File: src/rtl/switch_debouncer.sv
// Board-input conditioner: per-bit 2-flop synchronizer, stability-count debounce,
// registered rise/fall pulses, a sticky press flag and a combined event strobe.
module switch_debouncer #(
  parameter int               WIDTH         = 16,
  parameter int               STABLE_CYCLES = 5000000,
  parameter logic [WIDTH-1:0] RESET_VAL     = '0
) (
  input  logic             clk,
  input  logic             rst,
  input  logic [WIDTH-1:0] raw_in,
  input  logic [WIDTH-1:0] flag_clr,
  output logic [WIDTH-1:0] db_level,
  output logic [WIDTH-1:0] rise,
  output logic [WIDTH-1:0] fall,
  output logic [WIDTH-1:0] press_flag,
  output logic             any_event
);

  localparam int              CW       = $clog2(STABLE_CYCLES + 1);
  localparam logic [CW-1:0]   CNT_LAST = CW'(STABLE_CYCLES - 1);

  logic [WIDTH-1:0] sync1;
  logic [WIDTH-1:0] sync2;
  logic [CW-1:0]    cnt      [WIDTH];
  logic [CW-1:0]    cnt_next [WIDTH];
  logic [WIDTH-1:0] level_next;
  logic [WIDTH-1:0] rise_next;
  logic [WIDTH-1:0] fall_next;

  // The counter is cleared on every update, so it can never pass CNT_LAST.
  always_comb begin
    // NOTE: every output of this block gets a default first, so no path leaves it unassigned and no latch is inferred.
    level_next = db_level;
    rise_next  = '0;
    fall_next  = '0;
    for (int i = 0; i < WIDTH; i++) begin
      cnt_next[i] = '0;
      if (sync2[i] != db_level[i]) begin
        if (cnt[i] == CNT_LAST) begin
          level_next[i] = sync2[i];
          rise_next[i]  = sync2[i];
          fall_next[i]  = ~sync2[i];
        end else begin
          cnt_next[i] = cnt[i] + CW'(1);
        end
      end
    end
  end

  always_ff @(posedge clk) begin
    if (rst) begin
      sync1      <= RESET_VAL;
      sync2      <= RESET_VAL;
      db_level   <= RESET_VAL;
      // NOTE: the counter array is small flop storage, not RAM, and must restart from zero after reset, so it is reset explicitly.
      cnt        <= '{default: '0};
      rise       <= '0;
      fall       <= '0;
      press_flag <= '0;
      any_event  <= 1'b0;
    end else begin
      // NOTE: non-blocking assignments make sync2 take the old sync1, giving a true two-stage synchronizer.
      sync1      <= raw_in;
      sync2      <= sync1;
      db_level   <= level_next;
      cnt        <= cnt_next;
      rise       <= rise_next;
      fall       <= fall_next;
      // A set on the update edge wins over a simultaneous clear.
      press_flag <= rise_next | (press_flag & ~flag_clr);
      any_event  <= |(rise_next | fall_next);
    end
  end

endmodule
File: config.mk
export PLATFORM = sky130hd
export DESIGN_NAME = switch_debouncer
export DESIGN_NICKNAME = d
export VERILOG_FILES = /design/src/rtl/switch_debouncer.sv
export SDC_FILE = /design/constraint.sdc
export NUM_CORES = 1
export LEC_CHECK = 0
export ABC_AREA = 1
export CELL_PAD_IN_SITES_DETAIL_PLACEMENT = 0
export CELL_PAD_IN_SITES_GLOBAL_PLACEMENT = 1
export CORE_AREA = 5 5 210 212
export DETAILED_ROUTE_END_ITERATION = 10
export DIE_AREA = 0 0 215 217
export DONT_BUFFER_PORTS = 1
export PLACE_DENSITY = 0.88
export SLEW_MARGIN = 20
export SYNTH_ARGS = -nofsm -noshare
export SYNTH_HDL_FRONTEND = slang
export SYNTH_SLANG_ARGS = --single-unit
File: constraint.sdc
create_clock -name clk -period 4.52 [get_ports clk]
set_input_delay 0.678 -clock clk [delete_from_list [all_inputs] [get_ports clk]]
set_output_delay 0.678 -clock clk [all_outputs]
set_load 0.02 [all_outputs]
==> results of run 1 <==
critical path, stage by stage, from the launching register on:
cell and delay (ns):
dfxtp_1 0.36, ha_1 0.18, nand2_1 0.08, nor2_2 0.14
nand2_2 0.11, nor2_1 0.21, nand2_1 0.14, nand2_1 0.60
o21bai_1 0.22, a21oi_1 0.05
routing by layer:
metal | up-vias | track usage
met1 | 8009 | 0.237
met3 | 79 | 0.0339
met2 | 254 | 0.321
li1 | 9410 | -
met4 | 0 | 0.0638
met5 | - | 0
sequential cells by signal (all words and copies together), names as in the netlist:
signal / cells
fall: 16
rise: 16
cnt: 368
sync2: 16
any_event: 1
db_level: 16
press_flag: 16
sync1: 16
kinds of logic after synthesis:
| logic type | after synthesis |
|---|---|
| compound gates | 299 |
| xor+xnor | 100 |
| fa+ha+maj | 16 |
| buf+inv | 456 |
| flops | 465 |
| simple gates | 1586 |
Yosys cell counts (16+ instances only):
library cell	n
nor3_1	117
nor2_4	18
nor4_1	20
nand2_2	18
nand3b_1	17
o21a_1	17
or2_2	25
xnor2_1	27
nand2_1	517
buf_2	25
nand3_1	165
nand3_2	16
ha_1	16
dfxtp_1	465
nor3b_1	34
xor2_1	73
nor2_2	24
nor2_1	501
o21ai_0	84
nand4_1	69
inv_1	414
a21oi_1	162
worst max path at each step:
stage and endpoint:
3_5_place_dp cnt[82], 2_1_floorplan cnt[261], 3_3_place_gp cnt[82], 4_1_cts cnt[112]
5_1_grt cnt[242], 6_report cnt[112]
cell type report:
type	instances	area (sq um)
fillers	3943	18300
repair buffers	1	7.51
flip-flops and latches	465	9310
clock inverters	19	233
well taps	539	674
clock buffers	71	1470
multi-input cells	2001	10100
inverters	422	1580
through the flow:
stage | util | std cells | worst slack (ns) | cell area [sq um] | total power, mW
floorplan | - | 2922 | 2.91 | 21200 | 4.28
global placement | 0.520 | 3428 | 2.02 | 21700 | 4.30
detailed placement | 0.520 | 3428 | 2.02 | 21700 | 4.30
CTS | 0.561 | 3518 | 2.31 | 23400 | 8.55
global route | 0.561 | 3518 | 2.00 | 23400 | 8.72
finish | 0.561 | 3518 | 2.31 | 23400 | 8.41
power groups by stage:
stage	Sequential (mW)	Clock [mW]	Combinational, mW
finish	4.13	4.20	0.0759
global route	4.13	4.51	0.0884
CTS	4.13	4.34	0.0777
detailed placement	4.22	0	0.0773
global placement	4.22	0	0.0759
floorplan	4.22	0	0.0667
==> summary.md, run 1 <==
| Metric | Value |
|---|---|
| Routed WL per cell | 12.4 um |
| Most common cell after layout, fill and taps aside | nand2_1 |
| Max Slew Vio Count | 0 |
| Top sig layer | met4 |
| Post-synthesis sequential element count | 465 |
| Synth warnings | 0 |
| Post-synthesis adder-cell area fraction | 0.00944 |
| Post-route ant nets | 0 |
| IO Port Bufs | 0 |
| Ys async rst share | 0 |
| Sequential area share after synthesis | 0.439 |
| Setup_tns | 0 ns |
| Hold Buf Count CTS | 0 |
| Fin. Hold Viols | 0 |
| Most frequent cells in the layout | nand2_1 (517), nor2_1 (501), dfxtp_1 (465) |
| DR DRC count | 0 |
| Post-synthesis instance area | 21200 sq um |
| Critical Path RT | 4.98 ns |
| Hold path cells | 1 |
| Clock power frac | 0.500 |
| Post-Syn Instances | 2922 |
| Ports | 99 |
| Final min period | 2.21 ns |
| CTS H-tree depth | 2 |
| # setup viols final | 0 |
| DIE AREA | 46700 sq um |
| Critical-path maximum fanout | 22 |
| Synth Area in XOR/XNOR | 0.0413 |
| First-pass GRT wire length | 76100 um |
| Met3 routed wirelength | 1910 um |
| Slew headroom | 0.401 |
| Worst IR Drop VDD | 0.000273 V |
| Tightest Pin Transition | 0.896 ns |
| EDFF count, synth | 0 |
| CTS sink cnt | 465 |
| Sw Pwr | 1.72 mW |
| Hold Path Class | input pin to flop |
| GRT Total Usage | 0.186 |
| Max Fclk | 0.452 GHz |
| ANT cells | 0 |
| Final net count | 2992 |
| First-pass DRT Iterations | 5 |
| CTS Buf Count | 51 |
| Mux cell area share after synthesis | 0 |
| Origin of the worst min-delay path | rst |
| Hpwl dp | 32000 um |
| Synth area leaders | dfxtp_1 (44%), nand2_1 (9.2%), nor2_1 (8.9%) |
| Syn nets | 2972 |
| Fin Hold WS | 0.171 ns |
| Max Cap Violations | 0 |
| Maximum clock insertion buffer count | 3 |
| Startpoint types | flop |
| Initial Util | 0.508 |
| Primary FF master, synth | dfxtp_1 |
| Power Dens Cells | 359 nW/um^2 |
| Crit. End Element | flop |
| Biggest area consumer among synthesized cells | dfxtp_1 |
| Vias in the first global route | 17000 |
| R2r startpoint | cnt[92] |
| Initial DRC count | 867 |
| Synth Area in Compound Gates | 0.0764 |
| Worst-path clk slew | 0.06 ns |
| Vias/cell | 5.05 |
| Num rows | 75 |
| Reg2reg setup slack | 2.31 ns |
| Largest net degree at the start of global routing | 61 |
| Critical path launch point | cnt[92] |
| Worst reg2reg path endpoint | cnt[112] |
| Post-CTS Setup Inserts | 0 |
| Clock skew | 0.0124 ns |
| Hold Crit Endpoint | db_level[11] |
| Clock tree from TritonCTS | yes |
| WL met1 | 20400 um |
| Worst-skew pair later-pin latency | 0.58 ns |
| Remaining Overflow, GRT | 0 |
| Comb power frac | 0.009 |
| Avg Cell Area, Syn | 7.26 sq um |
| Met2 Routed Length | 20200 um |
| Routability Congestion | 0.839 |
| Switch share | 0.204 |
| Reg power frac | 0.491 |
| Core Area | 41800 sq um |
| Critical Path AT | 2.67 ns |
| Die X-Extent | 215 um |
| RSZ-0062 raised after global routing | no |
| Outcome | finished, final reports clean |
| Critical path class | flop to flop |
| Largest family of logic cells by synthesized area | simple AND/OR/NAND/NOR gates |
| Leakage Power | 8.51 nW |
| R2R cell count | 9 |
| DIE HEIGHT | 217 um |
| Routed WL | 43700 um |
| Yosys cell types | 50 |
| Simple-gate portion of the synthesized area | 0.351 |
| Root Buffer | clkbuf_16 |
| Share of layout cells above drive strength 1 | 0.0752 |
| Initial antenna violation count | 0 |
| Post-CTS Resized | 0 |
| Fin crit share | 0.489 |
| Synth top area share | 0.439 |
| Area Growth Syn to Fin | 10.5% |
| DR vias | 17800 |
| P_int | 6.69 mW |
Power figures use the tool's default switching activity.
==> run 2, diff against run 1 <==
--- a/config.mk
+++ b/config.mk
@@ -8,11 +8,11 @@
 export ABC_AREA = 1
 export CELL_PAD_IN_SITES_DETAIL_PLACEMENT = 0
 export CELL_PAD_IN_SITES_GLOBAL_PLACEMENT = 1
-export CORE_AREA = 5 5 210 212
+export CORE_AREA = 5 5 219 221
 export DETAILED_ROUTE_END_ITERATION = 10
-export DIE_AREA = 0 0 215 217
+export DIE_AREA = 0 0 224 226
 export DONT_BUFFER_PORTS = 1
-export PLACE_DENSITY = 0.88
+export PLACE_DENSITY = 0.82
 export SLEW_MARGIN = 20
 export SYNTH_ARGS = -nofsm -noshare
 export SYNTH_HDL_FRONTEND = slang
==> constraint.sdc (replaced) <==
create_clock -name clk -period 2.2 [get_ports clk]
set_input_delay 0.33 -clock clk [delete_from_list [all_inputs] [get_ports clk]]
set_output_delay 0.33 -clock clk [all_outputs]
set_load 0.02 [all_outputs]
==> summary.md, run 2 (same netlist as run 1, synthesis figures left out) <==
| Metric | Value |
|---|---|
| Outcome | finished, final reports clean |
| Routability Congestion | 0.841 |
| P_int | 14.1 mW |
| Fin crit share | 0.864 |
| Post-CTS Setup Inserts | 0 |
| Max reg flops | 368 |
| RSZ-0062 raised after global routing | no |
| DR vias | 18100 |
| Num rows | 79 |
| Final min period | 1.90 ns |
| Design area | 24200 sq um |
| Clock skew | 0.0126 ns |
| Maximum clock insertion buffer count | 3 |
| Most common cell after layout, fill and taps aside | nand2_1 |
| Max Fclk | 0.526 GHz |
| Area Growth Syn to Fin | 13.9% |
| Fin. Hold Viols | 0 |
| Hold Path Class | input pin to flop |
| Power Dens Cells | 732 nW/um^2 |
| DIE HEIGHT | 226 um |
| CTS H-tree depth | 2 |
| Die X-Extent | 224 um |
| DR DRC count | 0 |
| Initial antenna violation count | 1 |
| Critical path class | flop to flop |
| Final worst slack | 0.299 ns |
| Reg power frac | 0.479 |
| Clock power frac | 0.506 |
| Utilization of the core after routing | 0.526 |
| # setup viols final | 0 |
| Sw Pwr | 3.61 mW |
| Share of layout cells above drive strength 1 | 0.0838 |
| Ports | 99 |
| Total power | 17.7 mW |
| Dpl cells | 3522 |
| Worst-skew pair later-pin latency | 0.58 ns |
| Leakage Power | 8.81 nW |
| Initial DRC count | 999 |
| Worst-path clk slew | 0.06 ns |
| Fin Hold WS | 0.0501 ns |
| Critical Path AT | 2.35 ns |
| CTS sink cnt | 465 |
| DP Area | 22000 sq um |
| GRT Total Usage | 0.179 |
| Crit. End Element | flop |
| Clock tree from TritonCTS | yes |
| Setup WS pre-CTS | 0.198 ns |
| Root Buffer | clkbuf_16 |
| Largest register by flop count | cnt |
| Critical-path maximum fanout | 15 |
| CTS Buf Count | 52 |
| First-pass DRT Iterations | 6 |
| Hpwl dp | 33300 um |
| Most frequent cells in the layout | nand2_1 (516), nor2_1 (501), dfxtp_1 (465) |
| Max Slew Vio Count | 0 |
| Critical Path RT | 2.65 ns |
| First-pass GRT wire length | 78200 um |
| Tightest Pin Transition | 0.481 ns |
| Setup_tns | 0 ns |
| Slew headroom | 0.677 |
| Comb power frac | 0.014 |
| Post-route ant nets | 0 |
| Core Area | 46000 sq um |
| Switch share | 0.204 |
| Largest net degree at the start of global routing | 53 |
| Remaining Overflow, GRT | 0 |
| Worst IR Drop VDD | 0.000606 V |
| Initial Util | 0.461 |
| Routed WL | 46100 um |
| Vias/cell | 4.96 |
| Layout Cells excl Fill | 3651 |
| Routed WL per cell | 12.6 um |
| Max Cap Violations | 0 |
| Final net count | 3053 |
| Vias in the first global route | 17200 |
| Startpoint types | flop |
| IO Port Bufs | 0 |
| DIE AREA | 50600 sq um |
-- run 2: path summary, 6_finish.rpt --
check                               from       end  slack [ns]  cells after the start
worst min register to register  sync1[5]  sync2[5]        0.40                      2
worst min-delay path                 rst   rise[1]        0.05                      3
worst max register to register  cnt[322]  cnt[332]        0.30                     10
worst max-delay path            cnt[322]  cnt[332]        0.30                     10
-- run 2: cell type report --
cell class	instances	area (sq um)
Antenna cell	2	5.00
Clock buffer	72	1490
Clock inverter	21	298
Fill cell	4438	21800
Inverter	422	1580
Multi-Input combinational cell	2001	10200
Sequential cell	465	9310
Tap cell	607	759
Timing Repair Buffer	61	561
-- run 2: worst max-delay path, stage by stage, from the launching register on --
cell and delay [ns]:
dfxtp_1 0.36, ha_1 0.18, nand2_1 0.08, nor2_2 0.16, inv_1 0.09, nor2_1 0.14
nand3_1 0.17, nand2_2 0.29, inv_1 0.18, o21ai_0 0.11, a21oi_1 0.06
-- run 2: repair_timing --
action,in CTS,in global routing
hold endpoints to repair,71,0
hold buffers,34,0
endpoints found under the setup margin,0,2
resized for setup,0,2
-- run 2: power groups by stage --
stage | Combinational, mW | Sequential (mW) | Clock, mW
2_1_floorplan | 0.137 | 8.66 | 0
5_1_grt | 0.281 | 8.48 | 9.61
4_1_cts | 0.253 | 8.48 | 9.25
3_5_place_dp | 0.179 | 8.67 | 0
6_report | 0.252 | 8.48 | 8.96
3_3_place_gp | 0.174 | 8.67 | 0
-- run 2: layer usage --
layer	track usage	routed length, um
met1	0.233	21500
met2	0.300	21000
met3	0.0346	2250
met4	0.0611	1330
met5	0	0
